### src/rtl/cpu_ctrl_pkg.sv
// Shared encodings for the 8-bit core control path.
// Used by the multi-cycle sequencer and the instruction decoder.
package cpu_ctrl_pkg;

   typedef enum logic [2:0] {
      S_FETCH  = 3'd0,
      S_DECODE = 3'd1,
      S_EXEC   = 3'd2,
      S_MEM    = 3'd3,
      S_WB     = 3'd4,
      S_FAULT  = 3'd7
   } state_t;

   localparam logic [5:0] OP_R    = 6'b000000;
   localparam logic [5:0] OP_ADDI = 6'b001000;
   localparam logic [5:0] OP_SUBI = 6'b001001;
   localparam logic [5:0] OP_LWI  = 6'b001010;
   localparam logic [5:0] OP_BEQ  = 6'b000100;
   localparam logic [5:0] OP_BNE  = 6'b000001;
   localparam logic [5:0] OP_BLT  = 6'b000011;
   localparam logic [5:0] OP_BGE  = 6'b000101;
   localparam logic [5:0] OP_J    = 6'b000010;
   localparam logic [5:0] OP_LW   = 6'b100011;
   localparam logic [5:0] OP_SW   = 6'b101011;

   localparam logic [1:0] ALU_ADD   = 2'b00;
   localparam logic [1:0] ALU_SUB   = 2'b01;
   localparam logic [1:0] ALU_FUNCT = 2'b10;
   localparam logic [1:0] ALU_SLT   = 2'b11;

   localparam logic [1:0] PC_ALU    = 2'b00;
   localparam logic [1:0] PC_BRANCH = 2'b01;
   localparam logic [1:0] PC_JUMP   = 2'b10;

   localparam logic [1:0] SRCB_RT  = 2'b00;
   localparam logic [1:0] SRCB_ONE = 2'b01;
   localparam logic [1:0] SRCB_IMM = 2'b10;

   function automatic logic is_legal(input logic [5:0] op);
      case (op)
         OP_R, OP_ADDI, OP_SUBI, OP_LWI, OP_BEQ, OP_BNE,
         OP_BLT, OP_BGE, OP_J, OP_LW, OP_SW: return 1'b1;
         default:                            return 1'b0;
      endcase
   endfunction

endpackage

### src/rtl/mem_wait_timer.sv
// Counts stalled memory-handshake cycles; expired flags the cycle the count
// has reached LIMIT while the stall is still in progress.
module mem_wait_timer #(
   parameter int LIMIT = 15
) (
   input  logic clk,
   input  logic rst_n,
   input  logic clr,
   input  logic en,
   output logic expired
);

   localparam logic [7:0] LIMIT_V = 8'(LIMIT);

   logic [7:0] count;

   // NOTE: sequential state uses non-blocking assignments so every flop samples pre-edge values.
   always_ff @(posedge clk or negedge rst_n) begin
      if (!rst_n)
         count <= '0;
      else if (clr)
         count <= '0;
      else if (en && count != LIMIT_V)
         count <= count + 8'd1;
   end

   assign expired = en && (count == LIMIT_V);

endmodule

### src/rtl/multicycle_ctrl_fsm.sv
// FETCH/DECODE/EXEC/MEM/WB sequencer for the shared-ALU, unified-memory core.
// Strobes are decoded from state (plus mem_ready/alu_zero) and forced low during reset.
module multicycle_ctrl_fsm
   import cpu_ctrl_pkg::*;
#(
   parameter int MEM_TIMEOUT = 15,
   parameter int CNT_W       = 8
) (
   input  logic             clk,
   input  logic             rst_n,
   input  logic [5:0]       opcode,
   input  logic             alu_zero,
   input  logic             mem_ready,
   output logic             mem_req,
   output logic             mem_we,
   output logic             iord,
   output logic             ir_load,
   output logic             pc_write,
   output logic [1:0]       pc_src,
   output logic             alu_src_a,
   output logic [1:0]       alu_src_b,
   output logic [1:0]       alu_op,
   output logic             reg_write,
   output logic             reg_dst,
   output logic             mem_to_reg,
   output logic             fault,
   output logic [2:0]       state_o,
   output logic [CNT_W-1:0] retired
);

   state_t state, next_state;
   logic   retire, expired, timer_en, timer_clr, taken;

   assign timer_en  = (state == S_FETCH || state == S_MEM) && !mem_ready;
   assign timer_clr = !timer_en || expired;

   mem_wait_timer #(.LIMIT(MEM_TIMEOUT)) u_timer (
      .clk     (clk),
      .rst_n   (rst_n),
      .clr     (timer_clr),
      .en      (timer_en),
      .expired (expired)
   );

   // NOTE: every output gets a default first so no path through the case infers a latch.
   always_comb begin
      next_state = state;
      mem_req    = 1'b0;
      mem_we     = 1'b0;
      iord       = 1'b0;
      ir_load    = 1'b0;
      pc_write   = 1'b0;
      pc_src     = PC_ALU;
      alu_src_a  = 1'b0;
      alu_src_b  = SRCB_RT;
      alu_op     = ALU_ADD;
      reg_write  = 1'b0;
      reg_dst    = 1'b0;
      mem_to_reg = 1'b0;
      taken      = 1'b0;
      case (state)
         S_FETCH: begin
            mem_req   = rst_n;
            alu_src_b = SRCB_ONE;
            if (mem_ready) begin
               ir_load    = rst_n;
               pc_write   = rst_n;
               next_state = S_DECODE;
            end else if (expired) begin
               next_state = S_FAULT;
            end
         end
         S_DECODE: begin
            alu_src_b  = SRCB_IMM;
            next_state = is_legal(opcode) ? S_EXEC : S_FAULT;
         end
         S_EXEC: begin
            alu_src_a = 1'b1;
            case (opcode)
               OP_R: begin
                  alu_op     = ALU_FUNCT;
                  next_state = S_WB;
               end
               OP_ADDI, OP_LWI, OP_SUBI: begin
                  alu_src_b  = SRCB_IMM;
                  alu_op     = (opcode == OP_SUBI) ? ALU_SUB : ALU_ADD;
                  next_state = S_WB;
               end
               OP_LW, OP_SW: begin
                  alu_src_b  = SRCB_IMM;
                  next_state = S_MEM;
               end
               OP_BEQ, OP_BNE, OP_BLT, OP_BGE: begin
                  alu_op     = (opcode == OP_BLT || opcode == OP_BGE) ? ALU_SLT : ALU_SUB;
                  taken      = alu_zero ^ (opcode == OP_BNE || opcode == OP_BLT);
                  pc_write   = taken && rst_n;
                  pc_src     = taken ? PC_BRANCH : PC_ALU;
                  next_state = S_FETCH;
               end
               OP_J: begin
                  alu_src_a  = 1'b0;
                  pc_write   = rst_n;
                  pc_src     = PC_JUMP;
                  next_state = S_FETCH;
               end
               default: begin
                  alu_src_a  = 1'b0;
                  next_state = S_FAULT;
               end
            endcase
         end
         S_MEM: begin
            mem_req = rst_n;
            iord    = 1'b1;
            mem_we  = (opcode == OP_SW) && rst_n;
            if (mem_ready)
               next_state = (opcode == OP_LW) ? S_WB : S_FETCH;
            else if (expired)
               next_state = S_FAULT;
         end
         S_WB: begin
            reg_write  = rst_n;
            reg_dst    = (opcode == OP_R);
            mem_to_reg = (opcode == OP_LW);
            next_state = S_FETCH;
         end
         default: next_state = S_FAULT;
      endcase
      retire = (next_state == S_FETCH) && (state != S_FETCH);
   end

   always_ff @(posedge clk or negedge rst_n) begin
      if (!rst_n) begin
         state   <= S_FETCH;
         retired <= '0;
      end else begin
         state <= next_state;
         if (retire)
            retired <= retired + CNT_W'(1);
      end
   end

   assign fault   = (state == S_FAULT);
   assign state_o = state;

endmodule

### config.mk
export PLATFORM = sky130hd
export DESIGN_NAME = multicycle_ctrl_fsm
export DESIGN_NICKNAME = d
export VERILOG_FILES = /design/src/rtl/cpu_ctrl_pkg.sv /design/src/rtl/mem_wait_timer.sv /design/src/rtl/multicycle_ctrl_fsm.sv
export SDC_FILE = /design/constraint.sdc
export NUM_CORES = 1
export LEC_CHECK = 0
export CORE_AREA = 2 2 56 58
export CTS_CLUSTER_SIZE = 12
export DETAILED_ROUTE_END_ITERATION = 10
export DIE_AREA = 0 0 58 60
export GPL_TIMING_DRIVEN = 0
export PLACE_DENSITY_LB_ADDON = 0.12
export SLEW_MARGIN = 20
export SYNTH_ARGS = -nofsm -noshare
export SYNTH_HDL_FRONTEND = slang
export SYNTH_SLANG_ARGS = --single-unit
### constraint.sdc
create_clock -name clk -period 3.3 [get_ports clk]
set_clock_uncertainty 0.15 [all_clocks]
set_input_delay 0.66 -clock clk [delete_from_list [all_inputs] [get_ports clk]]
set_output_delay 0.66 -clock clk [all_outputs]
set_load 0.1 [all_outputs]
==> Word-level counts from Yosys, hierarchy flattened <==
Cells that the tools add are included.
{ "word_totals": {"regBits": 19, "inputBits": 10, "out_inout_bits": 27, "word_cells": 81} }
{ "op_classes": {"addsub": 2, "n_eq_ne": 17, "mux": 32, "bitwise_logic": 1, "reduce_logical": 26} }
{ "ops": {"columns": ["operator", "n"], "rows": [
  ["6-bit by 4-bit equality test with 1-bit output (second input constant)", 3],
  ["8-bit by 1-bit adder with 8-bit output (second input constant)", 2],
  ["8-bit two-way mux", 2],
  ["3-bit two-way mux", 5],
  ["3-bit one-hot mux with 5 select lines", 1],
  ["1-bit two-way mux", 14],
  ["6-bit by 2-bit equality test with 1-bit output (second input constant)", 2],
  ["6-bit by 3-bit equality test with 1-bit output (second input constant)", 2],
  ["6-bit equality test (second input constant)", 2],
  ["2-bit one-hot mux with 3 select lines", 2],
  ["11-bit OR reduction", 1],
  ["10-bit OR reduction", 1],
  ["5-bit OR reduction", 2],
  ["3-bit one-hot mux with 3 select lines", 1],
  ["8-bit by 4-bit equality test with 1-bit output (second input constant)", 1],
  ["2-bit two-way mux", 4],
  ["8-bit by 4-bit inequality test with 1-bit output (second input constant)", 1],
  ["4-bit OR reduction", 2],
  ["3-bit by 2-bit equality test with 1-bit output (second input constant)", 2],
  ["3-bit equality test (second input constant)", 2],
  ["6-bit by 1-bit equality test with 1-bit output (second input constant)", 1],
  ["1-bit logical AND", 6],
  ["3-bit zero test", 2],
  ["6-bit zero test", 1],
  ["other kinds (10)", 16]
]} }

==> Logic depth before layout (Yosys ltp) <==
{ "depth": {"depth_word": 9, "ltp_mapped": 7, "ltp_nobuf": 7} }

==> By module <==
Synthesis repeated with hierarchy kept, for this count alone.
{ "unflattened": {"cells_unflattened": 174, "hier_area_um2": 1522.7} }
{ "modules_own_cells": {"columns": ["mod", "n_inst", "cells_each", "area_per_inst_um2", "seq_area_each_um2"], "rows": [
  ["multicycle_ctrl_fsm", 1, 127, 1064.8, 275.3],
  ["mem_wait_timer", 1, 47, 457.9, 200.2]
]} }

==> Least setup slack after synthesis <==
Ideal clock, no wire load.
{ "synth_timing": {"path_kind": "reg2out", "from": "reg state[1] (netlist: state_o[1])", "to": "out mem_we", "t_arrival_ps": 4627, "t_required_ps": 2490, "slack_ps": -2137, "path_stages_with_launch": 4, "path_buffers": 0, "cell_sequence": "dfrtp_1 -> and3b_2 -> nand3_1 -> nor4_1"} }
{ "synth_between": {"elab_chain_len": 2} }
{ "synth_rtl": {"columns": ["element", "line", "source"], "rows": [
  ["start, declared", "multicycle_ctrl_fsm.sv:31", "state_t state, next_state;"],
  ["start signal, assigned", "multicycle_ctrl_fsm.sv:137", "state <= next_state;"],
  ["3-bit by 2-bit equality test with 1-bit output", "multicycle_ctrl_fsm.sv:61", "case (state)"],
  ["1-bit two-way mux", "multicycle_ctrl_fsm.sv:61", null],
  ["end, declared", "multicycle_ctrl_fsm.sv:15", "output logic mem_we,"]
]} }
No other way between the ends.

==> Final worst setup path <==
{ "layout_timing": {"from": "in opcode[0]", "to": "out alu_src_b[1]"} }
{ "layout_between": {"elab_chain_len": 4, "word_cells_on_any_way": 8, "cone_classes": "5 x eq/ne; 2 x mux; 1 x reduce/logical"} }
{ "layout_rtl": {"columns": ["element", "line", "source"], "rows": [
  ["start, declared", "multicycle_ctrl_fsm.sv:11", "input logic [5:0] opcode,"],
  ["6-bit by 4-bit equality test with 1-bit output / 6-bit equality test (equally long branches)", "multicycle_ctrl_fsm.sv:79", "case (opcode)"],
  ["5-bit OR reduction (no line) *", null, null],
  ["2-bit two-way mux *", "multicycle_ctrl_fsm.sv:79", null],
  ["2-bit one-hot mux with 3 select lines *", "multicycle_ctrl_fsm.sv:61", null],
  ["end, declared", "multicycle_ctrl_fsm.sv:21", "output logic [1:0] alu_src_b,"]
]} }
Mark *: on every way between the ends. The rest lies on a longest branch, timed or not.

==> metrics.yaml <==
worstSkewPairLatency_ns: 0.29
cts_sinks: 19
grt_overflow: 0
htree_num_levels: 1
rows: 20
die_w_um: 58
pin_count: 37
drtAntennaViolNets: 0
grt_pass1_wl_um: 5975
final_util_pct: 66.59
period_share_pct: 97.57
port_buffers: 35
fmax_mhz: 310.6
cp_num_buf_inv: 3
p_per_area_nw_per_um2: 652.3
final_cell_area_um2: 1933
r2r-start: "state_o[1]"
crit_chain: "clkdlybuf4s50_1 -> buf_2 -> and3_2 -> o21ai_1 -> a21oi_2 -> buf_2"
reg2reg_depth: 5
vias: 1332
synth_compound_area_share_pct: 19.25
crit_type: "input pin to primary output"
worst_slew_pin_slew_ns: 0.9787
r2r_setup_slack_ns: 1.11
setup_viol: 0
synth_top_family_by_area: "simple AND/OR/NAND/NOR gates"
root_buffer: "clkbuf_4"
routedWlPerCell_um: 14.64
dr.first_iter.drc_count: 47
synthAdderAreaFrac_pct: 1.750
netlist_area_um2: 1430
outcome: "complete, no violations"
critPathMaxStageDelay_ns: 0.57
crit_path_frequent_cell: "buf_2"
antenna_found_initial: 0
hpwlAfterDp_um: 2584
syn-num-nets: 173
timing.final.ws_setup_ns: 0.08026
critPathTopFamily: "buffers and inverters"
p_leak_nw: 0.7912
worstPathArrival_ns: 2.41
vias_per_cell: 5.692
netlist_instances: 161
max-vdd-ir-drop_mv: 0.9001
max-clock-path-buffers: 2
num-fill-cells: 254
totalPowerFinal_mw: 1.261
synth_simple_gate_area_share_pct: 32.37
gp_congestion: 0.8468
grt_pass1_vias: 1319
start_util_pct: 49.27
tritoncts: "yes"
cp-start-kind: "input pin"
synth_edf_count: 0
final.setup.tns_ns: 0
coreArea_um2: 2903
area_growth_pct: 35.17
drc: 0
drv_slew: 0
worstPathMaxFanout: 10
grt_start_max_net_pins: 25
required_ns: 2.49
slowest_stage: "clkdlybuf4s50_1"
placed_area_um2: 1914
nNetsFinal: 214
dieArea_um2: 3480
drt_pass1_iterations: 5
dp.cells: 229
cts-buffers-inserted: 3
stdcell_count: 234
max-slew-margin-rel_pct: 34.55
yosysSeqAreaShare_pct: 33.25
final_cell_mix: "18 x clkdlybuf4s50_1, 17 x nor2_1, 16 x dfrtp_1"
avgSynthCellArea_um2: 8.883
ys_seq_elements: 19
fin_hold_ws_ns: 0.2983
r2r_end: "retired[1]"
grt_usage_pct: 22.19
drv_cap: 0
routed_wl_um: 3426
hold_viol_final: 0
synthFlopType: "dfrtp_1"
async_reset_ff_share_pct: 100.0
dp_slack_ns: -1.069
min_period_ns: 3.220
die_h_um: 60
diodes: 0
yosys_warnings: 0
synthMuxAreaShare_pct: 0.7874
clk_pin_slew_ns: 0.10
synthXorXnorAreaFrac_pct: 7.962
end_kind: "primary output"
layout-drive-gt1-share_pct: 27.36
hold_path_class: "input pin to async pin"
yosysUniqueCellTypes: 50
final_common_cell: "clkdlybuf4s50_1"
power breakdown:
| part | internal, mW | switching [mW] | total, mW |
|---|---|---|---|
| logic | 0.220 | 0.598 | 0.817 |
| clock network | 0.0470 | 0.0682 | 0.115 |
| registers | 0.279 | 0.0499 | 0.328 |
| total | 0.545 | 0.716 | 1.26 |
worst max path at each step:
| stage | startpoint | to | cells after the start |
|---|---|---|---|
| floorplan | state_o[2] | pc_write | 4 |
| global placement | opcode[4] | pc_write | 6 |
| detailed placement | opcode[4] | pc_write | 6 |
| CTS | opcode[0] | pc_src[0] | 6 |
| global route | opcode[0] | pc_src[0] | 6 |
| finish | opcode[0] | alu_src_b[1] | 6 |
cell families after synthesis:
kind of cell               Yosys count
and+or+nand+nor                     82
adders and majority gates            2
DFF                                 19
muxes                                1
buffers and inverters               11
xor gates and xnor gates            13
AOI/OAI and AO/OA                   33
Yosys cell counts, types with 2 or more instances:
cell	n	area, µm²
buf_4	2	15.01
nor2_1	18	67.56
nor4_1	2	12.51
nor4_2	2	25.02
xor2_1	4	35.03
nand4_1	3	18.77
a21oi_1	9	45.04
or3_1	2	12.51
buf_6	2	22.52
o21a_1	2	15.01
nor3_2	2	20.02
a2111oi_4	2	55.05
nor2b_1	4	25.02
o2111ai_1	2	17.52
clkbuf_1	2	7.510
dfrtp_1	19	475.5
buf_2	2	10.01
and3_1	4	25.02
nand3_1	7	35.03
xnor2_1	9	78.83
ha_1	2	25.02
nand2_1	11	41.29
and2_2	2	15.01
and2_1	2	12.51
o21ai_0	5	25.02
nand2b_1	8	50.05
nor3_1	7	35.03
inv_1	3	11.26
routing by layer:
layer	GRT usage, %	vias to the layer above	wire length (µm)	share of wire, %
li1	-	658	-	-
met1	29.52	630	1534	45
met2	37.18	42	1693	49
met3	5.411	2	191	5.6
met4	3.987	0	6	0.18
met5	0	-	0	0
registers in the layout, indices dropped and copies added (netlist names):
name,cells
u_timer.count,8
retired,8
state_o,3
worst reg2reg max path, cell delays in order (launching register included):
cell and delay, ns:
dfrtp_4 0.53, and2_2 0.21, o21ai_2 0.23, o221ai_2 0.18, nor4_2 0.42, mux2_1 0.36
what timing repair did:
action | in CTS | in global routing
hold buffers | 0 | 0
endpoints found under the setup margin | 14 | 5
gates resized for setup | 62 | 10
buffers inserted | 0 | 1
pin swaps | 1 | 1
layout make-up:
cell class	instances	area, µm²	area share [%]
plain buffers	8	62.56	3.236
clock buffers	4	26.28	1.359
inverters	3	11.26	0.5825
multi-input cells	131	974.7	50.42
flip-flops and latches	19	486.7	25.18
well taps	33	41.29	2.136
repair buffers	36	330.3	17.09
Note: power is estimated with default switching activity, not from simulation.
